--- src/rtl/memory_port_arbiter.sv ---
// memory_port_arbiter: round-robin sharing of one fixed-latency memory port between
// instruction fetch and data access, with registered per-owner read-data return.
module memory_port_arbiter #(
  parameter int         READ_LATENCY = 1,
  parameter logic [2:0] FETCH_FUNCT3 = 3'b010
) (
  input  logic        clk,
  input  logic        reset_n,
  input  logic        if_req,
  input  logic [31:0] if_addr,
  output logic        if_gnt,
  output logic        if_rvalid,
  output logic [31:0] if_rdata,
  input  logic        d_req,
  input  logic        d_we,
  input  logic [31:0] d_addr,
  input  logic [31:0] d_wdata,
  input  logic [2:0]  d_funct3,
  output logic        d_gnt,
  output logic        d_rvalid,
  output logic [31:0] d_rdata,
  output logic [31:0] memory_read_address,
  output logic [31:0] memory_write_address,
  output logic [31:0] memory_write,
  output logic        memory_write_en,
  output logic [2:0]  memory_funct3,
  input  logic [31:0] memory_read_value
);
  typedef enum logic {IDLE, READ_WAIT} state_t;
  state_t      state, state_next;
  logic        last_d, owner_d;
  logic [2:0]  cnt;
  logic [31:0] lat_addr;
  logic [2:0]  lat_f3;
  logic        idle, grant_if, grant_d, read_start, done;
  // Grants are gated by reset_n so nothing reaches the memory while reset is held.
  always_comb begin
    idle = reset_n && state == IDLE;
    grant_if = idle && if_req && (!d_req || last_d);
    grant_d = idle && d_req && (!if_req || !last_d);
    read_start = grant_if || (grant_d && !d_we);
    done = state == READ_WAIT && cnt == 3'd1;
    state_next = state == IDLE ? (read_start ? READ_WAIT : IDLE) : (done ? IDLE : READ_WAIT);
  end
  assign if_gnt = grant_if;
  assign d_gnt = grant_d;
  assign memory_write_en = grant_d && d_we;
  assign memory_write_address = memory_write_en ? d_addr : '0;
  assign memory_write = memory_write_en ? d_wdata : '0;
  assign memory_read_address = state == READ_WAIT ? lat_addr : grant_if ? if_addr : read_start ? d_addr : '0;
  assign memory_funct3 = state == READ_WAIT ? lat_f3 : grant_d ? d_funct3 : FETCH_FUNCT3;
  always_ff @(posedge clk or negedge reset_n) begin
    if (!reset_n) state <= IDLE;
    else state <= state_next;
  end
  // The counter reaches 1 in cycle T+READ_LATENCY, when the memory data is valid.
  always_ff @(posedge clk or negedge reset_n) begin
    if (!reset_n) begin
      last_d <= 1'b1;
      owner_d <= 1'b0;
      cnt <= '0;
      lat_addr <= '0;
      lat_f3 <= FETCH_FUNCT3;
      if_rvalid <= 1'b0;
      d_rvalid <= 1'b0;
      if_rdata <= '0;
      d_rdata <= '0;
    end else begin
      if_rvalid <= done && !owner_d;
      d_rvalid <= done && owner_d;
      if (grant_if || grant_d) last_d <= grant_d;
      if (read_start) begin
        lat_addr <= memory_read_address;
        lat_f3 <= memory_funct3;
        owner_d <= grant_d;
        cnt <= 3'(READ_LATENCY);
      end else if (state == READ_WAIT) cnt <= cnt - 3'd1;
      if (done && !owner_d) if_rdata <= memory_read_value;
      if (done && owner_d) d_rdata <= memory_read_value;
    end
  end
endmodule

--- config.mk ---
export PLATFORM = sky130hd
export DESIGN_NAME = memory_port_arbiter
export DESIGN_NICKNAME = d
export VERILOG_FILES = /design/src/rtl/memory_port_arbiter.sv
export SDC_FILE = /design/constraint.sdc
export NUM_CORES = 1
export LEC_CHECK = 0
export ABC_AREA = 1
export CAP_MARGIN = 20
export CELL_PAD_IN_SITES_DETAIL_PLACEMENT = 1
export CELL_PAD_IN_SITES_GLOBAL_PLACEMENT = 1
export CORE_AREA = 10 10 149 151
export DETAILED_ROUTE_END_ITERATION = 8
export DIE_AREA = 0 0 159 161
export PLACE_DENSITY_LB_ADDON = 0.1
export SETUP_SLACK_MARGIN = 0.15
export SLEW_MARGIN = 5
export SYNTH_ARGS = -nofsm -noshare
export SYNTH_HDL_FRONTEND = slang
export SYNTH_SLANG_ARGS = --single-unit
--- constraint.sdc ---
create_clock -name clk -period 2.23 [get_ports clk]
set_input_delay 0.5575 -clock clk [delete_from_list [all_inputs] [get_ports clk]]
set_output_delay 0.5575 -clock clk [all_outputs]
set_load 0.02 [all_outputs]
======== After elaboration in Yosys (flattened, before gate mapping) ========
Cells that the tools add are included.
word-level totals
  output and inout bits ................... 168
  logic and storage cells ................. 45
  register bits ........................... 107
operators by class
  multiplexer cells ....................... 12
  add/sub/neg operators ................... 1
  reduce and logical (&&, ||, !) cells .... 20
  equality and inequality tests ........... 1
  bitwise logic cells ..................... 1
operator list
  cell                   number
  $mux W32               5
  $mux W3                4
  $logic_and A1 B1 Y1    10
  $logic_not A1 Y1       5
  $logic_or A1 B1 Y1     4
  $eq A3 B1 Y1 const B   1
  $mux W1                3
  $sub A3 B1 Y3 const B  1
  $reduce_bool A2 Y1     1
  $not A1 Y1             1

======== Longest topological paths before layout ========
  depth in word-level cells ............... 9
  gate-level depth with buffers ........... 9

======== Least setup slack after synthesis ========
Ideal clock, no wire load.
  kind .................................... input to output
  start point ............................. input port reset_n
  end point ............................... output port memory_read_address[24]
  data arrival time ....................... 1.467 ns
  stages on the path ...................... 7
  data required time ...................... 1.673 ns
  setup slack ............................. 0.206 ns
  cells stage by stage .................... inv_1 > nor2_4 > nand3_2 > inv_2 > buf_2 > nand2_1 > nand3_1
on the way
  elaborated cells between the ends (all ways) .. 10
RTL lines
  element                                RTL line  RTL
  start, declared                        8         input logic reset_n,
  $logic_and A1 B1 Y1 (*)                38        idle = reset_n && state == IDLE;
  $logic_and A1 B1 Y1 (*) (2 in series)  39        grant_if = idle && if_req && (!d_req || last_d);
  net if_gnt                             11        output logic if_gnt,
  $logic_or A1 B1 Y1                     41        read_start = grant_if || (grant_d && !d_we);
  $mux W32                               50        assign memory_read_address = state == READ_WAIT ? lat_addr : grant_if ? if_addr : read_start ? d_addr : '0;
  $mux W32 (*) (2 in series)             50
  end, declared                          22        output logic [31:0] memory_read_address,
Mark *: on every way through the listed nets, which the timed path passes. The rest lies on a longest branch.

======== Final worst setup path ========
  start point ............................. register state
  end point ............................... output port memory_write[15]
on the way
  longest elaborated chain between the ends .. 6
RTL lines
  element                            RTL line  RTL
  start, declared                    30        state_t state, state_next;
  start signal, assigned             54        else state <= state_next;
  $not A1 Y1                         --
  $logic_and A1 B1 Y1                38
  $logic_and A1 B1 Y1 (2 in series)  40        grant_d = idle && d_req && (!if_req || !last_d);
  $logic_and A1 B1 Y1                47        assign memory_write_en = grant_d && d_we;
  $mux W32                           49        assign memory_write = memory_write_en ? d_wdata : '0;
  end, declared                      24        output logic [31:0] memory_write,
Every way passes these cells.

==> metrics.md <==
| Metric | Value |
|---|---|
| Row count | `51` |
| Clock transition at path regs | `80 ps` |
| NetSw | `5.04 mW` |
| DR vias | `6,180` |
| Syn nets | `827` |
| Io pins | `304` |
| Initial antenna violation count | `2` |
| Post-synth top area cell | `dfrtp_1` |
| GPL Wtd Cong | `0.772` |
| Root cell of the clock tree | `clkbuf_16` |
| Die area | `25,600 um^2` |
| Placeable Area | `19,200 um^2` |
| Pin count of the biggest net entering global routing | `71` |
| Cell area after synthesis | `5710 um^2` |
| Pleak | `5.86 nW` |
| Placed Instances | `1,312` |
| Yosys top cell area share | `46.0%` |
| Final #Nets | `1,258` |
| Syn Inst Count | `689` |
| Final core utilization | `58.9%` |
| Sw frac | `40.7%` |
| Setup TNS | `-13,530 ps` |
| Main area contributors after synthesis | `dfrtp_1 (46%), nand2_1 (12%), nor2_4 (9.9%)` |
| I/O Buffers | `303` |
| Worst hold margin | `427 ps` |
| Hold Path Class | `in -> async` |
| CP Data Arrival Time | `1880 ps` |
| Die X-Extent | `159 um` |
| Die Height | `161 um` |
| Area growth syn-to-layout | `98.2%` |
| DRT iter0 DRCs | `178` |
| RSZ-0062 raised after global routing | `yes` |
| Final worst setup slack | `-210 ps` |
| Relative slew slack | `37.9%` |
| Overall routing resource usage | `19.0%` |
| CP Class | `reg -> out` |
| Peak Freq | `410 MHz` |
| Per-cell routed wire length | `18.8 um` |
| CP Max Fanout | `6` |
| GR Layer Usage met1 | `21.6%` |
| Total placed instance area | `9570 um^2` |
| Most frequent cells in the layout | `clkdlybuf4s50_1 (197), buf_4 (129), nand2_1 (122), inv_1 (104), dfrtp_1 (104)` |
| M3 GR Usage | `5.26%` |
| Min cycle time layout | `2440 ps` |
| Register area share after synthesis | `46.9%` |
| Detail Placement HPWL | `17,600 um` |
| Ys Warns | `0` |
| Max-cap violations | `0` |
| Residual DRC | `0` |
| CP Capture Type | `output port` |
| Final Slew Violations | `0` |
| Vias in the first global route | `6,576` |
| Commonest non-fill, non-tap cell in the layout | `clkdlybuf4s50_1` |
| Worst-skew pair later-pin latency | `350 ps` |
| Internal power | `7.34 mW` |
| Yosys cell types | `24` |
| Clock Skews | `8.17 ps` |
| Clk buf depth | `2` |
| DR pass1 iterations | `4` |
| Number of CTS-inserted buffers | `9` |
| Final cell count without fillers | `1,391` |
| Grt met2 use | `34.1%` |
| Num Clock Sinks | `107` |
| Final WL | `26,100 um` |
| Seq pwr share | `27.7%` |
| H-tree Lvls | `3` |
| Grt ovf | `0` |
| Layout cell share with drive strength beyond 1 | `39.6%` |
| Synth Register Bits | `107` |
| PD cells | `1090 nW/um^2` |
| Failing checks | `negative setup slack` |
| CP Launch Type | `flip-flop` |
| Final ANT Viol Nets | `0` |
| Required time of the critical path | `1670 ps` |
| Worst Setup Slack post-DPL | `-890 ps` |
| Total Power | `12.4 mW` |
| Clk network pwr share | `13.7%` |
| Fillers | `2,162` |
| CTS tree | `built` |
| Final-report setup violation count | `99` |
| Tcrit/Tclk final | `109%` |
| Combinational Power Share | `58.6%` |
| Avg Cell Area, Syn | `8.29 um^2` |
| Initial core utilization | `29.7%` |
| Busiest layer in global routing | `met2` |
| Worst VDD drop | `0.511 mV` |
| First-pass GRT wire length | `38,800 um` |
| Outcome | `finished, violations left` |
| Hold Vio Cnt, Final | `0` |
| Final standard cell area without fillers | `11,300 um^2` |
| Pin slew with the least headroom to its limit | `931 ps` |
| Via-to-Cell Ratio | `4.44` |
==> layer usage <==
metal,share of wire (%),vias up
met3,5.6,36
li1,-,2990
met2,53,181
met5,0.050,-
met1,39,2971
met4,2.3,2
==> power by group through the flow <==
stage | sequential [mW] | combinational [mW] | clock [mW]
after global placement | 3.38 | 6.07 | 0
after detailed placement | 3.43 | 6.14 | 0
final | 3.43 | 7.25 | 1.70
after global routing | 3.56 | 7.84 | 1.84
after CTS | 3.40 | 6.86 | 1.75
after floorplan | 4.11 | 2.38 | 0
==> final cells by class <==
class | instances | area [um^2] | share of cell area (%)
multi-input cells | 431 | 2800 | 24.7
flip-flops and latches | 107 | 2680 | 23.7
inverters | 112 | 435 | 3.85
clock inverters | 6 | 78.8 | 0.696
clock buffers | 10 | 229 | 2.02
diodes | 1 | 2.50 | 0.0221
well taps | 265 | 332 | 2.93
repair buffers | 459 | 4760 | 42.1
==> cell usage after synthesis (all sizes together) <==
library cell	n
a21oi	4
buf	35
clkbuf	4
dfrtp	105
dfstp	2
ha	2
inv	112
nand2	184
nand3	103
nand4	2
nor2	68
o21ai	65
or2	3
==> flip-flops by register name (all words and copies together) (netlist names) <==
signal / count
d_rdata: 32
d_rvalid: 1
last_d: 1
lat_addr: 32
if_rvalid: 1
lat_f3: 3
cnt: 3
if_rdata: 32
state: 1
owner_d: 1
==> critical path: stages, from the launching register on <==
cell     delay (ps)
dfrtp_2         440
nor2_4          220
nand2_2         120
inv_4            90
nand2_8         100
buf_12          180
buf_12          140
nor2_4           90
buf_6           130
==> path summary, 6_finish.rpt <==
path                                         startpoint                      end  slack, ps  depth (start not counted)
worst max-delay path                    state$_DFF_PN0_         memory_write[15]       -210                          8
worst min-delay path                            reset_n   d_rdata[1]$_DFFE_PN0P_        430                          2
worst max register to register       last_d$_DFFE_PN1P_       last_d$_DFFE_PN1P_       -200                         15
worst min register to register  d_rdata[18]$_DFFE_PN0P_  d_rdata[18]$_DFFE_PN0P_        490                          2
max in group asynchronous                       reset_n          state$_DFF_PN0_        710                          3
min in group clk                d_rdata[18]$_DFFE_PN0P_  d_rdata[18]$_DFFE_PN0P_        490                          2
==> timing repair <==
action | CTS | global route
gates resized for setup | 640 | 126
gates cloned | 6 | 3
buffers inserted | 29 | 24
pin swaps | 14 | 16
hold buffers | 0 | 0
setup endpoints to repair | 102 | 103
==> kinds of logic after synthesis <==
group | share of synthesized area [%]
buf+inv | 13.3
simple gates | 33.1
flops | 46.9
fa+ha+maj | 0.438
compound gates | 6.24
No activity file was read; power rests on OpenSTA's default activity.
